### src/rtl/score_table_reader.sv
// score_table_reader
//
// Scans the score table that the random-walk pass left in BRAM and streams
// (node, score) pairs for nodes 1..NODE_NUM over a valid/ready handshake.
// It tracks the arg-max node while it scans. Node n is stored at
// SCORE_TABLE_OFFSET + n. The BRAM read latency is one cycle.
//
// Ports:
//   i_clk, i_rst          clock; synchronous active-high reset
//   i_start               begin a scan (sampled only in idle)
//   o_busy, o_done        scan in progress; one-cycle completion pulse
//   o_addr, o_write,      BRAM port (read-only use; write tied off)
//   o_wdata, i_rdata
//   o_valid, i_ready      stream handshake
//   o_node, o_score       current beat payload
//   o_max_node,           arg-max node and its score for the current or
//   o_max_score           last scan
module score_table_reader #(
    parameter int unsigned ADDR_WIDTH         = 13,
    parameter int unsigned DATA_WIDTH         = 32,
    parameter int unsigned SCORE_TABLE_OFFSET = 100,
    parameter int unsigned NODE_NUM           = 100,
    parameter bit          SKIP_ZERO          = 1'b1
) (
    input  logic                  i_clk,
    input  logic                  i_rst,
    input  logic                  i_start,
    output logic                  o_busy,
    output logic                  o_done,
    output logic [ADDR_WIDTH-1:0] o_addr,
    output logic                  o_write,
    output logic [DATA_WIDTH-1:0] o_wdata,
    input  logic [DATA_WIDTH-1:0] i_rdata,
    output logic                  o_valid,
    input  logic                  i_ready,
    output logic [ADDR_WIDTH-1:0] o_node,
    output logic [DATA_WIDTH-1:0] o_score,
    output logic [ADDR_WIDTH-1:0] o_max_node,
    output logic [DATA_WIDTH-1:0] o_max_score
);

    localparam logic [ADDR_WIDTH-1:0] Offset   = ADDR_WIDTH'(SCORE_TABLE_OFFSET);
    localparam logic [ADDR_WIDTH-1:0] LastNode = ADDR_WIDTH'(NODE_NUM);
    localparam logic [ADDR_WIDTH-1:0] One      = ADDR_WIDTH'(1);

    typedef enum logic [2:0] {
        StIdle,
        StRd,
        StCap,
        StOut,
        StDone
    } state_e;

    state_e                  state_q, state_d;
    logic [ADDR_WIDTH-1:0]   node_q, node_d;
    logic [ADDR_WIDTH-1:0]   addr_q, addr_d;
    logic [ADDR_WIDTH-1:0]   out_node_q, out_node_d;
    logic [DATA_WIDTH-1:0]   out_score_q, out_score_d;
    logic [ADDR_WIDTH-1:0]   max_node_q, max_node_d;
    logic [DATA_WIDTH-1:0]   max_score_q, max_score_d;
    logic                    advance;

    always_ff @(posedge i_clk) begin
        if (i_rst) begin
            state_q     <= StIdle;
            node_q      <= '0;
            addr_q      <= '0;
            out_node_q  <= '0;
            out_score_q <= '0;
            max_node_q  <= '0;
            max_score_q <= '0;
        end else begin
            state_q     <= state_d;
            node_q      <= node_d;
            addr_q      <= addr_d;
            out_node_q  <= out_node_d;
            out_score_q <= out_score_d;
            max_node_q  <= max_node_d;
            max_score_q <= max_score_d;
        end
    end

    always_comb begin
        state_d     = state_q;
        node_d      = node_q;
        addr_d      = addr_q;
        out_node_d  = out_node_q;
        out_score_d = out_score_q;
        max_node_d  = max_node_q;
        max_score_d = max_score_q;
        advance     = 1'b0;

        unique case (state_q)
            StIdle: begin
                if (i_start) begin
                    node_d      = One;
                    addr_d      = Offset + One;
                    max_node_d  = '0;
                    max_score_d = '0;
                    state_d     = StRd;
                end
            end
            // Address is presented; the BRAM samples it on this edge.
            StRd: state_d = StCap;
            StCap: begin
                out_score_d = i_rdata;
                out_node_d  = node_q;
                // Strict compare keeps the lower node on ties.
                if (i_rdata > max_score_q) begin
                    max_score_d = i_rdata;
                    max_node_d  = node_q;
                end
                if (SKIP_ZERO && (i_rdata == '0)) begin
                    advance = 1'b1;
                end else begin
                    state_d = StOut;
                end
            end
            StOut: begin
                if (i_ready) begin
                    advance = 1'b1;
                end
            end
            StDone:  state_d = StIdle;
            default: state_d = StIdle;
        endcase

        if (advance) begin
            if (node_q == LastNode) begin
                state_d = StDone;
            end else begin
                node_d  = node_q + One;
                addr_d  = Offset + node_q + One;
                state_d = StRd;
            end
        end
    end

    assign o_busy      = (state_q != StIdle);
    assign o_done      = (state_q == StDone);
    assign o_valid     = (state_q == StOut);
    assign o_addr      = addr_q;
    assign o_write     = 1'b0;
    assign o_wdata     = '0;
    assign o_node      = out_node_q;
    assign o_score     = out_score_q;
    assign o_max_node  = max_node_q;
    assign o_max_score = max_score_q;

endmodule

### config.mk
export PLATFORM = sky130hd
export DESIGN_NAME = score_table_reader
export DESIGN_NICKNAME = d
export VERILOG_FILES = /design/src/rtl/score_table_reader.sv
export SDC_FILE = /design/constraint.sdc
export NUM_CORES = 1
export LEC_CHECK = 0
export CORE_ASPECT_RATIO = 1.1
export CORE_MARGIN = 2
export CORE_UTILIZATION = 48
export CTS_CLUSTER_SIZE = 25
export DETAILED_ROUTE_END_ITERATION = 7
export GPL_TIMING_DRIVEN = 0
export PLACE_DENSITY = 0.8
export SYNTH_ARGS = -nofsm -noshare
export SYNTH_HDL_FRONTEND = slang
export SYNTH_SLANG_ARGS = --single-unit
### constraint.sdc
create_clock -name i_clk -period 2.7 [get_ports i_clk]
set_input_delay 0.54 -clock i_clk [delete_from_list [all_inputs] [get_ports i_clk]]
set_output_delay 0.54 -clock i_clk [all_outputs]
set_load 0.02 [all_outputs]
Yosys cells after proc, flatten, opt, wreduce, memory -nomap -nowiden
Cells that the tools add are included.
{"block": "op_classes", "magnitude_cmp": 1, "add_sub_neg": 3, "muxes": 22, "reduce_logical": 6, "n_eq_ne": 10}
{"cell": "$mux 13", "count": 10}
{"cell": "$mux 32", "count": 2}
{"cell": "$pmux 32 s2", "count": 1}
{"cell": "$gt 32x32->1", "count": 1}
{"cell": "$logic_not 32->1", "count": 1}
{"cell": "$add 13x1->13 const B", "count": 2}
{"cell": "$pmux 13 s2", "count": 1}
{"cell": "$add 7x13->13 const A", "count": 1}
{"cell": "$eq 13x7->1 const B", "count": 1}
{"cell": "$mux 3", "count": 4}
{"cell": "$pmux 3 s4", "count": 1}
{"cell": "$eq 3x2->1 const B", "count": 2}
{"cell": "$ne 3x3->1 const B", "count": 2}
{"cell": "$reduce_and 3->1", "count": 2}
{"cell": "$ne 2x2->1 const B", "count": 2}
{"cell": "$eq 3x1->1 const B", "count": 1}
{"cell": "$eq 3x3->1 const B", "count": 1}
{"cell": "$logic_not 3->1", "count": 1}
{"cell": "$reduce_bool 3->1", "count": 1}
{"cell": "$mux 1", "count": 2}
{"cell": "$ne 2x1->1 const B", "count": 1}
{"cell": "$pmux 1 s2", "count": 1}
{"cell": "$reduce_bool 2->1", "count": 1}
{"block": "word_totals", "elab_cells": 49, "regBits": 119}

Logic depth before layout (Yosys ltp)
{"block": "depth", "depth_word": 5, "mapped_depth": 10}

Worst setup path before layout
OpenSTA, ideal clock, no wires.
{"block": "synth_timing", "path_kind": "in2reg", "start": "input port i_rdata[7]", "end": "register max_score_q[10] (netlist: o_max_score[10])", "stages": 9, "t_arrival_ns": 2.224, "setup_time_ns": 0.141, "slack_ns": 0.336, "cell_sequence": "ha_1 -> nand4_1 -> or4_1 -> a31oi_1 -> a31o_2 -> and2_4 -> buf_6 -> buf_6 -> o31ai_2"}
{"block": "synth_via", "elab_chain_cells": 3}
{"item": "start: declaration", "line": "33", "rtl": "input logic [DATA_WIDTH-1:0] i_rdata,"}
{"item": "$gt 32x32->1", "line": "109", "rtl": "if (i_rdata > max_score_q) begin"}
{"item": "$ne 2x2->1 (no line)"}
{"item": "$reduce_and 3->1 (no line)"}
{"item": "end signal: assignment", "line": "79", "rtl": "max_score_q <= max_score_d;"}
{"item": "end: declaration", "line": "60", "rtl": "logic [DATA_WIDTH-1:0] max_score_q, max_score_d;"}
Every way passes these cells.
A chain may end at the register's enable or synchronous reset.

Worst setup path after layout
{"block": "layout_timing", "start": "input port i_rdata[19]", "end": "register max_score_q[23] (netlist: o_max_score[23])"}
Same word-level chain as after synthesis.

==> results.md <==
* Outcome: completed
* Sequential area share after synthesis at 0.386
* Hold Vio Cnt, Final at 0
* Vias at 6,106
* Die width at 112 um
* Relative slew slack at 0.446
* Arr. time, crit path at 2.96 ns
* Layout Area Growth over Synthesis at 42.6%
* Core ar. at 12,600 sq um
* Netlist area before placement at 6170 sq um
* GRT Total Usage at 0.259
* Hold Buf Count CTS at 0
* Longest Clk Path Bufs at 2
* Root buffer cell: clkbuf_16
* DP Worst Slack at -0.536 ns
* Power per cell area at 570 nW/um^2
* Final worst setup slack at 0.00796 ns
* Cts bufs inserted at 17
* Worst VDD drop at 361 uV
* Io pins at 175
* Worst setup SP type: primary input
* Layout cells sized above 1 at 0.184
* Final Setup Violations at 0
* Fin. max-slew vios at 0
* Slowest Stage Delay on Critical Path at 0.57 ns
* DRC at 0
* Yosys cell types at 55
* First-pass GRT wire length at 28,500 um
* Final nets at 982
* Fin crit share at 0.997
* Post-synth top area share at 0.386
* Max-cap violation count at 0
* Syn avg cell area at 8.60 sq um
* Post-synth EDFFs at 0
* Async SR Flop Fraction at 0
* Largest net degree at the start of global routing at 17
* Hold depth at 2
* Critical-path top delay cell: or4_1
* Vias per cell at 5.64
* DRT Pass-1 Iters at 7
* Critical Path End Type: register
* Int Power at 3.52 mW
* HP Class: reg2reg
* Largest fanout on the critical path at 10
* NetSw at 1.51 mW
* GR Overflow Total at 0
* Clock Latency Late Sink at 0.42 ns
* Layout Cells excl Fill at 1,082
* Leak pwr at 3.32 nW
* Largest cells by area after synthesis: dfxtp_1 (39%), nand2_1 (7.0%), ha_1 (6.9%)
* Peak Freq at 0.371 GHz
* Commonest cells post-synth: dfxtp_1 (119), nand2_1 (115), a21oi_1 (71), buf_4 (41), inv_1 (38)
* R2R depth at 10
* YS warnings at 0
* Most used DFF post-synth: dfxtp_1
* Critical Path RT at 2.97 ns
* Sequential share of power at 0.372
* Setup CP Type: in2reg
* # diodes at 0
* WL/cell at 17.5 um
* Final setup TNS at 0 ns
* Crit-path cells: clkdlybuf4s50_1 > ha_4 > nand4_1 > or4_1 > o21ai_1 > a31o_2 > and2_4 > buf_6 > buf_12 > o31ai_2
* Worst-Margin Slew at 0.831 ns
* Net Sw Frac at 0.300
* Number of DRC markers in iteration 0 at 451
* Tmin final at 2.69 ns
* H-tree depth at 4
* Placed insts at 1,048
* Seq cells post-synth at 119
* Antenna Violating Nets Remaining at 0
* TritonCTS Sinks at 119
* I/O Buffers at 141
* Mapped Cells at 718
* Final wirelength at 18,900 um
* FP Rows at 43
* GP Congestion at 0.895
* Most frequent cell after synthesis: dfxtp_1
* CTS tree: done
* Initial core utilization at 0.490
* DP HPWL at 13,100 um
* Clock Power Share at 0.433
* Combinational share of power at 0.195
* Initial antenna violation count at 0
* Die H at 123 um
* Clock transition at path regs at 0.06 ns
* Die area at 13,800 sq um
* Leading area contributor after synthesis: dfxtp_1
* Number of global-route vias before repair at 5,585
* Clock Skew at 0.0116 ns
-- worst max-delay path: cells and delay by family --
| family | cells | cell delay (ns) |
|---|---|---|
| adders and majority gates | 1 | 0.35 |
| AOI/OAI and AO/OA | 3 | 0.37 |
| buffers and inverters | 3 | 0.81 |
| and+or+nand+nor | 3 | 0.87 |
-- flip-flops by register name, summed over array words and instances (netlist names) --
register     count
o_max_score     32
state_q          3
o_node          13
o_score         32
node_q          13
o_addr          13
o_max_node      13
-- layout make-up --
class,instances,area [sq um]
plain buffers,86,601
clock buffers,18,439
clock inverters,14,128
fillers,964,3780
inverters,39,146
multi-input cells,506,3440
flip-flops and latches,119,2380
well taps,157,196
repair buffers,143,1470
-- kinds of logic (layout without fill, tap and decap cells) --
logic type | after synthesis | after routing | synth area share
compound gates | 176 | 176 | 0.203
flops | 119 | 119 | 0.386
fa+ha+maj | 34 | 34 | 0.0689
other cells | 1 | 33 | 0.000607
xor+xnor | 14 | 14 | 0.0199
mux | 2 | 2 | 0.00324
buf+inv | 125 | 300 | 0.113
simple gates | 247 | 247 | 0.205
-- power groups by stage --
stage / Clock [mW] / Combinational [mW] / Sequential (mW)
floorplan: 0 / 0.494 / 1.97
global placement: 0 / 0.882 / 1.91
detailed placement: 0 / 0.894 / 1.91
CTS: 2.17 / 0.904 / 1.87
global route: 2.26 / 1.05 / 1.88
finish: 2.17 / 0.979 / 1.87
-- path summary, 6_finish.rpt --
| path | endpoint | slack, ns | start |
|---|---|---|---|
| hold / removal | o_score[9] | 0.45 | o_score[9] |
| setup / recovery | o_max_score[23] | 0.008 | i_rdata[19] |
| hold reg to reg | o_score[9] | 0.45 | o_score[9] |
| setup reg to reg | o_max_score[23] | 0.18 | o_max_score[30] |
-- layer usage --
metal | wire [um] | part of all wire | GRT usage | up-vias
met1 | 7550 | 0.40 | 0.323 | 2867
met3 | 1430 | 0.076 | 0.0525 | 53
met5 | 0 | 0 | 0 | -
met4 | 604 | 0.032 | 0.104 | 0
li1 | - | - | - | 2863
met2 | 9320 | 0.49 | 0.443 | 323
-- through the flow --
| step | cell area (sq um) | power, mW | utilization | hold WS [ns] |
|---|---|---|---|---|
| final | 8810 | 5.02 | 0.699 | 0.455 |
| after global routing | 8810 | 5.18 | 0.699 | 0.467 |
| after CTS | 8490 | 4.95 | 0.674 | 0.456 |
| after detailed placement | 7900 | 2.80 | 0.628 | 0.448 |
| after global placement | 7900 | 2.79 | 0.628 | 0.443 |
| after floorplan | 6290 | 2.46 | - | 0.486 |
-- cells in the final DEF (no fill, tap or decap), drive strengths merged, types with 5 or more instances in the layout --
cell type,synthesis,layout
nor2,25,25
inv,39,41
conb,1,33
nor4,10,10
nand4,35,35
a21o,19,19
xor2,12,12
dlymetal6s2s,0,18
clkinv,0,10
and2,5,5
clkbuf,24,42
nand2,115,115
o21ai,13,13
nor3,8,8
o31ai,25,25
a211oi,8,8
nand3,31,31
ha,34,34
dfxtp,119,119
buf,62,64
clkdlybuf4s50,0,122
a21oi,86,86
-- timing repair --
item                                    4_1_cts  5_1_grt
buffers inserted                              2        0
pin swaps                                     0       17
endpoints found under the hold margin         0        0
endpoints found under the setup margin       37       41
resized for setup                             2       50
Note: power is estimated with default switching activity, not from simulation.
